[src/rtl/rst_gen.sv]
// rst_gen: reset source for the Segway controller.
// Merges the board reset (RST_n), a debounced pushbutton, a software request
// and an optional watchdog into one stretched, registered active-low reset.
// Reports the source of the last reset on rst_cause.
// Optional feature macro: RST_GEN_WDOG_EN builds the watchdog (cause 11).
module rst_gen #(
  parameter int DEB_BITS    = 16,
  parameter int HOLD_CYCLES = 1024,
  parameter int WDOG_BITS   = 24
) (
  input  logic       clk,
  input  logic       RST_n,
  input  logic       btn_n,
  input  logic       sw_rst_req,
  input  logic       wdog_kick,
  output logic       sys_rst_n,
  output logic       rst_busy,
  output logic [1:0] rst_cause
);

  localparam int HOLD_W = (HOLD_CYCLES > 2) ? $clog2(HOLD_CYCLES) : 1;
  localparam logic [HOLD_W-1:0] HOLD_LAST = HOLD_W'(HOLD_CYCLES - 1);

  typedef enum logic [1:0] {
    HOLD     = 2'd0,
    WAIT_REL = 2'd1,
    RUN      = 2'd2
  } state_t;

  typedef enum logic [1:0] {
    CAUSE_POR  = 2'b00,
    CAUSE_BTN  = 2'b01,
    CAUSE_SW   = 2'b10,
    CAUSE_WDOG = 2'b11
  } cause_t;

  state_t               state, next_state;
  cause_t               cause, next_cause;
  logic [HOLD_W-1:0]    hold_cnt;
  logic                 btn_meta, btn_s;
  logic [DEB_BITS-1:0]  deb_cnt;
  logic                 btn_evt;
  logic                 wdog_evt;

  // Two-flop synchronizer for the asynchronous pushbutton; idles released.
  always_ff @(posedge clk or negedge RST_n) begin
    if (!RST_n) begin
      btn_meta <= 1'b1;
      btn_s    <= 1'b1;
    end else begin
      // NOTE: every sequential block uses <= so all flops sample the same
      // pre-edge values; a blocking = here would collapse the two stages.
      btn_meta <= btn_n;
      btn_s    <= btn_meta;
    end
  end

  // Debounce: count stable-low cycles, saturating at all-ones.
  always_ff @(posedge clk or negedge RST_n) begin
    if (!RST_n) begin
      deb_cnt <= '0;
    end else if (btn_s) begin
      deb_cnt <= '0;
    end else if (!(&deb_cnt)) begin
      deb_cnt <= deb_cnt + DEB_BITS'(1);
    end
  end

  assign btn_evt = (&deb_cnt) & ~btn_s;

`ifdef RST_GEN_WDOG_EN
  logic [WDOG_BITS-1:0] wdog_cnt;

  // Watchdog: runs only in RUN; any kick or non-RUN state restarts it.
  always_ff @(posedge clk or negedge RST_n) begin
    if (!RST_n) begin
      wdog_cnt <= '0;
    end else if (wdog_kick || (state != RUN)) begin
      wdog_cnt <= '0;
    end else begin
      wdog_cnt <= wdog_cnt + WDOG_BITS'(1);
    end
  end

  assign wdog_evt = &wdog_cnt;
`else
  // Without the watchdog the kick input is accepted but has no effect.
  logic [WDOG_BITS-1:0] unused_wdog;
  assign unused_wdog = {WDOG_BITS{wdog_kick}};
  assign wdog_evt    = 1'b0;
`endif

  // Next-state and cause selection; button beats watchdog beats software.
  always_comb begin
    // NOTE: defaults first so every path assigns every output and no latch
    // is inferred.
    next_state = state;
    next_cause = cause;
    unique case (state)
      HOLD: begin
        if (hold_cnt == HOLD_LAST) begin
          next_state = btn_s ? RUN : WAIT_REL;
        end
      end
      WAIT_REL: begin
        if (btn_s) begin
          next_state = RUN;
        end
      end
      RUN: begin
        if (btn_evt) begin
          next_state = HOLD;
          next_cause = CAUSE_BTN;
        end else if (wdog_evt) begin
          next_state = HOLD;
          next_cause = CAUSE_WDOG;
        end else if (sw_rst_req) begin
          next_state = HOLD;
          next_cause = CAUSE_SW;
        end
      end
      default: begin
        next_state = HOLD;
      end
    endcase
  end

  // State, hold counter and registered outputs; RST_n forces HOLD at once.
  always_ff @(posedge clk or negedge RST_n) begin
    if (!RST_n) begin
      state     <= HOLD;
      cause     <= CAUSE_POR;
      hold_cnt  <= '0;
      sys_rst_n <= 1'b0;
      rst_busy  <= 1'b1;
    end else begin
      state     <= next_state;
      cause     <= next_cause;
      // Counting only while staying in HOLD means every entry starts at 0.
      hold_cnt  <= ((state == HOLD) && (next_state == HOLD))
                   ? hold_cnt + HOLD_W'(1) : '0;
      // Output flops are loaded from the next state so they change on the
      // same edge as the state register and never pass through logic.
      sys_rst_n <= (next_state == RUN);
      rst_busy  <= (next_state != RUN);
    end
  end

  assign rst_cause = cause;

endmodule

[config.mk]
export PLATFORM = sky130hd
export DESIGN_NAME = rst_gen
export DESIGN_NICKNAME = d
export VERILOG_FILES = /design/src/rtl/rst_gen.sv
export SDC_FILE = /design/constraint.sdc
export NUM_CORES = 1
export LEC_CHECK = 0
export BUFFER_PORTS_ARGS = -buffer_cell sky130_fd_sc_hd__buf_2
export CORE_ASPECT_RATIO = 1.5
export CORE_MARGIN = 2
export CORE_UTILIZATION = 40
export CTS_BUF_LIST = sky130_fd_sc_hd__clkbuf_4 sky130_fd_sc_hd__clkbuf_8 sky130_fd_sc_hd__clkbuf_16
export CTS_CLUSTER_SIZE = 24
export DETAILED_ROUTE_END_ITERATION = 10
export GPL_ROUTABILITY_DRIVEN = 0
export SYNTH_ARGS = -nofsm -noshare
export SYNTH_HDL_FRONTEND = slang
export SYNTH_SLANG_ARGS = --single-unit
[constraint.sdc]
create_clock -name clk -period 2.1 [get_ports clk]
set_clock_uncertainty 0.15 [all_clocks]
set_input_delay 0.525 -clock clk [delete_from_list [all_inputs] [get_ports clk]]
set_output_delay 0.525 -clock clk [all_outputs]
set_load 0.005 [all_outputs]
Yosys cells after proc, flatten, opt, wreduce, memory -nomap -nowiden
Index checks and enable logic that the tools add are counted.

word-level totals
  register bits after elaboration = 34
  bits in latches = 0
  bits in writable memories = 0
  ROM bits = 0
  output and inout port bits = 4
  word-level logic and storage cells = 35
  memories = 0

operators by class
  $add $sub $neg = 2
  multipliers = 0
  divide/modulo/power cells = 0
  $lt $le $gt $ge = 0
  equality and inequality tests = 6
  shift-type cells = 0
  multiplexer cells = 11
  bitwise operators = 2
  reduce and logical (&&, ||, !) cells = 6

operators with widths
  cell                                            number
  2-to-1 mux 16 bit                               2
  adder 16 x 1 -> 16 bit (second input constant)  1
  AND reduction 16 bit                            1
  2-to-1 mux 2 bit                                7
  adder 10 x 1 -> 10 bit (second input constant)  1
  == test 10 bit (second input constant)          1
  2-to-1 mux 10 bit                               1
  one-hot mux 2 bit (3 select lines)              1
  == test 2 bit (second input constant)           2
  logical NOT 2 bit                               2
  != test 2 bit (second input constant)           2
  == test 2 x 1 -> 1 bit (second input constant)  1
  AND reduction 2 bit                             1
  nonzero test 2 bit                              1
  AND 1 bit                                       1
  logical AND 1 bit                               1
  inverter 1 bit                                  1

Depth between registers and ports, before layout
  word-level depth = 7
  gate-level depth with buffers = 6
  gate-level depth less buffers = 5

Least setup slack after synthesis
Ideal clock, no wire load.

  path type = reg-to-reg
  from = register deb_cnt[0]
  to = register deb_cnt[0]
  library setup time = 0.132 ns
  arrival time = 1.646 ns
  data required time = 1.818 ns
  setup slack = 0.172 ns
  cell stages (with the launch flop) = 7
  buffers on the path = 1
  clock period less this slack = 1.928 ns
  cell sequence = dfrtp_1 > ha_1 > nand3_1 > or4_1 > clkbuf_1 > xnor2_1 > nor2_1

between the ends
  word-level cells in the longest chain between the ends = 3
  elaborated cells on any way between the ends = 5
  those cells by class = add/sub: 1; eq/ne: 1; mux: 2; reduce/logical: 1

ends and longest elaborated chain
  element                 line  text
  from (decl)             41    logic [DEB_BITS-1:0] deb_cnt;
  from (signal assigned)  65    deb_cnt <= deb_cnt + DEB_BITS'(1);
  adder 16 x 1 -> 16 bit  65
  2-to-1 mux 16 bit       64    end else if (!(&deb_cnt)) begin
  2-to-1 mux 16 bit       62    end else if (btn_s) begin

Parallel ways exist; a longest one is shown, timed or not. The select of a mux whose other input is x is not followed.
A chain may end at the register's enable or synchronous reset.

Worst setup path in the final report
  from = register deb_cnt[0]
  to = register deb_cnt[15]

Same word-level chain as after synthesis.

==> results_dict.tcl <==
set metrics [dict create \
    outcome "finished, final reports clean" \
    antenna_found_initial 0 \
    fmaxAchievable_mhz 511.0 \
    finalCritPeriodShare 0.9319 \
    detail_route.vias_per_cell 5.432 \
    synthCells 157 \
    clockRootBuffer "clkbuf_8" \
    final-setup-viol-count 0 \
    slew_headroom 0.5121 \
    design.portCount 9 \
    detail_route.wl_per_cell_um 12.78 \
    worst_ep_arrival_time_ns 2.01 \
    final_layout_size_suffix_gt1_frac 0.1886 \
    number_of_optimization_iterations_in_the_first_detailed_route_pass 4 \
    grt_pass1_wl_um 4947 \
    mappedNetlistArea_mm2 0.001600 \
    nets 181 \
    synth_fa_ha_area_frac 0.01564 \
    unrepaired_setup_endpoints_after_global_routing "false" \
    yosys-top-cells-count "dfrtp_1 (31), nor2_1 (19), nand2_1 (11), a21oi_1 (9), xnor2_1 (9)" \
    core_area_mm2 0.003889 \
    critical_path.max_stage_delay_ns 0.40 \
    synth-compound-area-share 0.1314 \
    yosys_top_cell_by_area "dfrtp_1" \
    p_leak_nw 0.7863 \
    dominant_combinational_cell_family_by_area_after_synthesis "simple AND/OR/NAND/NOR gates" \
    cts.clk_slew.worst_paths_ns 0.06 \
    post-route-min-period_ns 1.957 \
    drt.antenna.violating_nets 0 \
    grt_max_degree 35 \
    numClockSinks 34 \
    io_buffers 7 \
    timing_worst_slew_pin_value_ns 0.7318 \
    criticalPathCategory "flop to flop" \
    antennaDiodeCount 0 \
    cts_max_path_buffers 2 \
    cts_tree "done" \
    slowest_stage "a2111o_1" \
    detailedPlacementHpwl_um 2049 \
    slew_violations 0 \
    mapped_nets 164 \
    cts_buffers 5 \
    power.ir.vdd_worst_mv 0.8745 \
    type_of_element_launching_the_critical_path "flop" \
    crit_required_ns 2.15 \
    pwr_density_cell_mw_per_mm2 838.6 \
    synth-edff-count 0 \
    crit_path_end_kind "flop" \
    ys_seq_area_frac 0.5340 \
    die_area_mm2 0.004533 \
    synth.mux.area_fraction 0.006255 \
    dr.first_iter.drc_count 25 \
    synth.lib_cells_used.distinct 35 \
    yosys.area_share.simple 0.2283 \
    hold_class "primary input to asynchronous set/reset pin" \
    synth-xor-area-share 0.06020 \
    synth_ff_type "dfrtp_1" \
    yosys.cell_count.top_type "dfrtp_1" \
    drc 0 \
    routed_wl_um 2812 \
    synth_largest_type_area_fraction 0.4848 \
    grt_overflow 0 \
    critical_path.max_fanout 4 \
    fp-row-count 28 \
    ys_async_sr_fraction 1.000 \
    path_cells "ha_1, and3_2, a2111o_1, or3_1, a21oi_1" \
    dieWidth_um 55.65 \
    start_util 0.4115 \
    global_route.usage.total 0.1417 \
    clkLatencyLatePin_ns 0.28 \
    via_count_of_the_first_global_routing_pass 1143 \
    hold_vio_cnt_final 0 \
    fp.dieH_um 81.47 \
    synth_seq_cells 34 \
    finalHoldWorstSlack_ns 0.1534 \
    post_synth_main_area_contributors "dfrtp_1 (48%), dfstp_2 (4.9%), xnor2_1 (4.9%)" \
    yosysWarningCount 0 \
    area_delta_synth_final_pct 14.31 \
    via_count 1195 \
    number_of_setup_buffers_added_after_cts 0 \
    synthesis.area_per_instance_um2 10.19 \
    number_of_levels_in_the_clock_h_tree 2 \
    drv_cap 0 \
    post_cts_hold_fix_bufs 0 \
    setup_tns_ns 0 \
]
[critical path: cells and delay by family (launching register included)]
family	cells	cell delay, ns
AND/OR/NAND/NOR	2	0.58
AO/OA/AOI/OAI	2	0.55
flip-flops	1	0.38
adder cells (fa/ha/maj)	1	0.23
[final cells by class]
cell class,count,area [um2]
inverter,6,22.52
multi-input combinational,113,710.7
fill,374,2059
clock buffer,8,97.59
timing repair buffer,14,87.58
tap,45,56.30
sequential,34,854.6
[path summary, 6_finish.rpt]
| check | startpoint | endpoint | slack [ns] | cells after the start |
|---|---|---|---|---|
| min in group clk | btn_n | btn_meta | 0.20 | 1 |
| worst min register to register | btn_meta | btn_s | 0.21 | 0 |
| worst max register to register | deb_cnt[0] | deb_cnt[15] | 0.14 | 5 |
| max in group asynchronous | RST_n | deb_cnt[1] | 1.17 | 1 |
| worst min-delay path | RST_n | deb_cnt[7] | 0.15 | 1 |
| worst max-delay path | deb_cnt[0] | deb_cnt[15] | 0.14 | 5 |
[state kept, by name (all words and copies together) (netlist names)]
name,flops
btn_meta,1
hold_cnt,10
btn_s,1
rst_cause,2
state,2
rst_busy,1
deb_cnt,16
sys_rst_n,1
[power breakdown]
part           switching (mW)  internal (mW)  leakage [nW]
registers              0.0727          0.743         0.448
logic                   0.117          0.101         0.286
clock network           0.207          0.293        0.0523
total                   0.397           1.14         0.786
[through the flow]
| stage | cells | cell area (um2) | utilization | power [mW] | setup WS (ns) |
|---|---|---|---|---|---|
| 2_1_floorplan | 157 | 1600 | - | 0.9711 | 0.1721 |
| 3_3_place_gp | 212 | 1728 | 0.4443 | 1.039 | 0.1362 |
| 3_5_place_dp | 212 | 1728 | 0.4443 | 1.051 | 0.1074 |
| 4_1_cts | 220 | 1826 | 0.4694 | 1.570 | 0.1011 |
| 5_1_grt | 220 | 1829 | 0.4704 | 1.645 | 0.03288 |
| 6_report | 220 | 1829 | 0.4704 | 1.534 | 0.1431 |
[metal layers]
layer | vias to the layer above | GRT usage | part of all wire
li1 | 602 | - | -
met1 | 567 | 0.1651 | 0.43
met2 | 22 | 0.2464 | 0.52
met3 | 4 | 0.04252 | 0.036
met4 | 0 | 0.05366 | 0.014
met5 | - | 0 | 0
[placed cells by master, fill, tap and decap left out, drive strengths merged]
master	count
a31oi	6
nand2	11
nand3b	1
xnor2	9
or3	3
a2111o	1
buf	14
nand2b	1
dfstp	3
nor4	2
mux2i	1
inv	6
xor2	2
and3	1
ha	2
nor3b	1
o211ai	1
nand4	6
a21oi	9
or2	1
a31o	2
dfrtp	31
and4	2
o21ai	6
o31ai	4
or4	4
nand3	7
clkbuf	8
o21bai	3
nor2	19
o41ai	1
nor3	7
[cell families after synthesis]
family	Yosys count
AND/OR/NAND/NOR	66
flip-flops	34
XOR/XNOR	11
buffers and inverters	10
adder cells (fa/ha/maj)	2
multiplexers	1
AO/OA/AOI/OAI	33
[repair_timing]
action,in CTS,in global routing
hold endpoints to repair,0,0
endpoints found under the setup margin,0,2
gates resized for setup,0,1
Note: power is estimated with default switching activity, not from simulation.
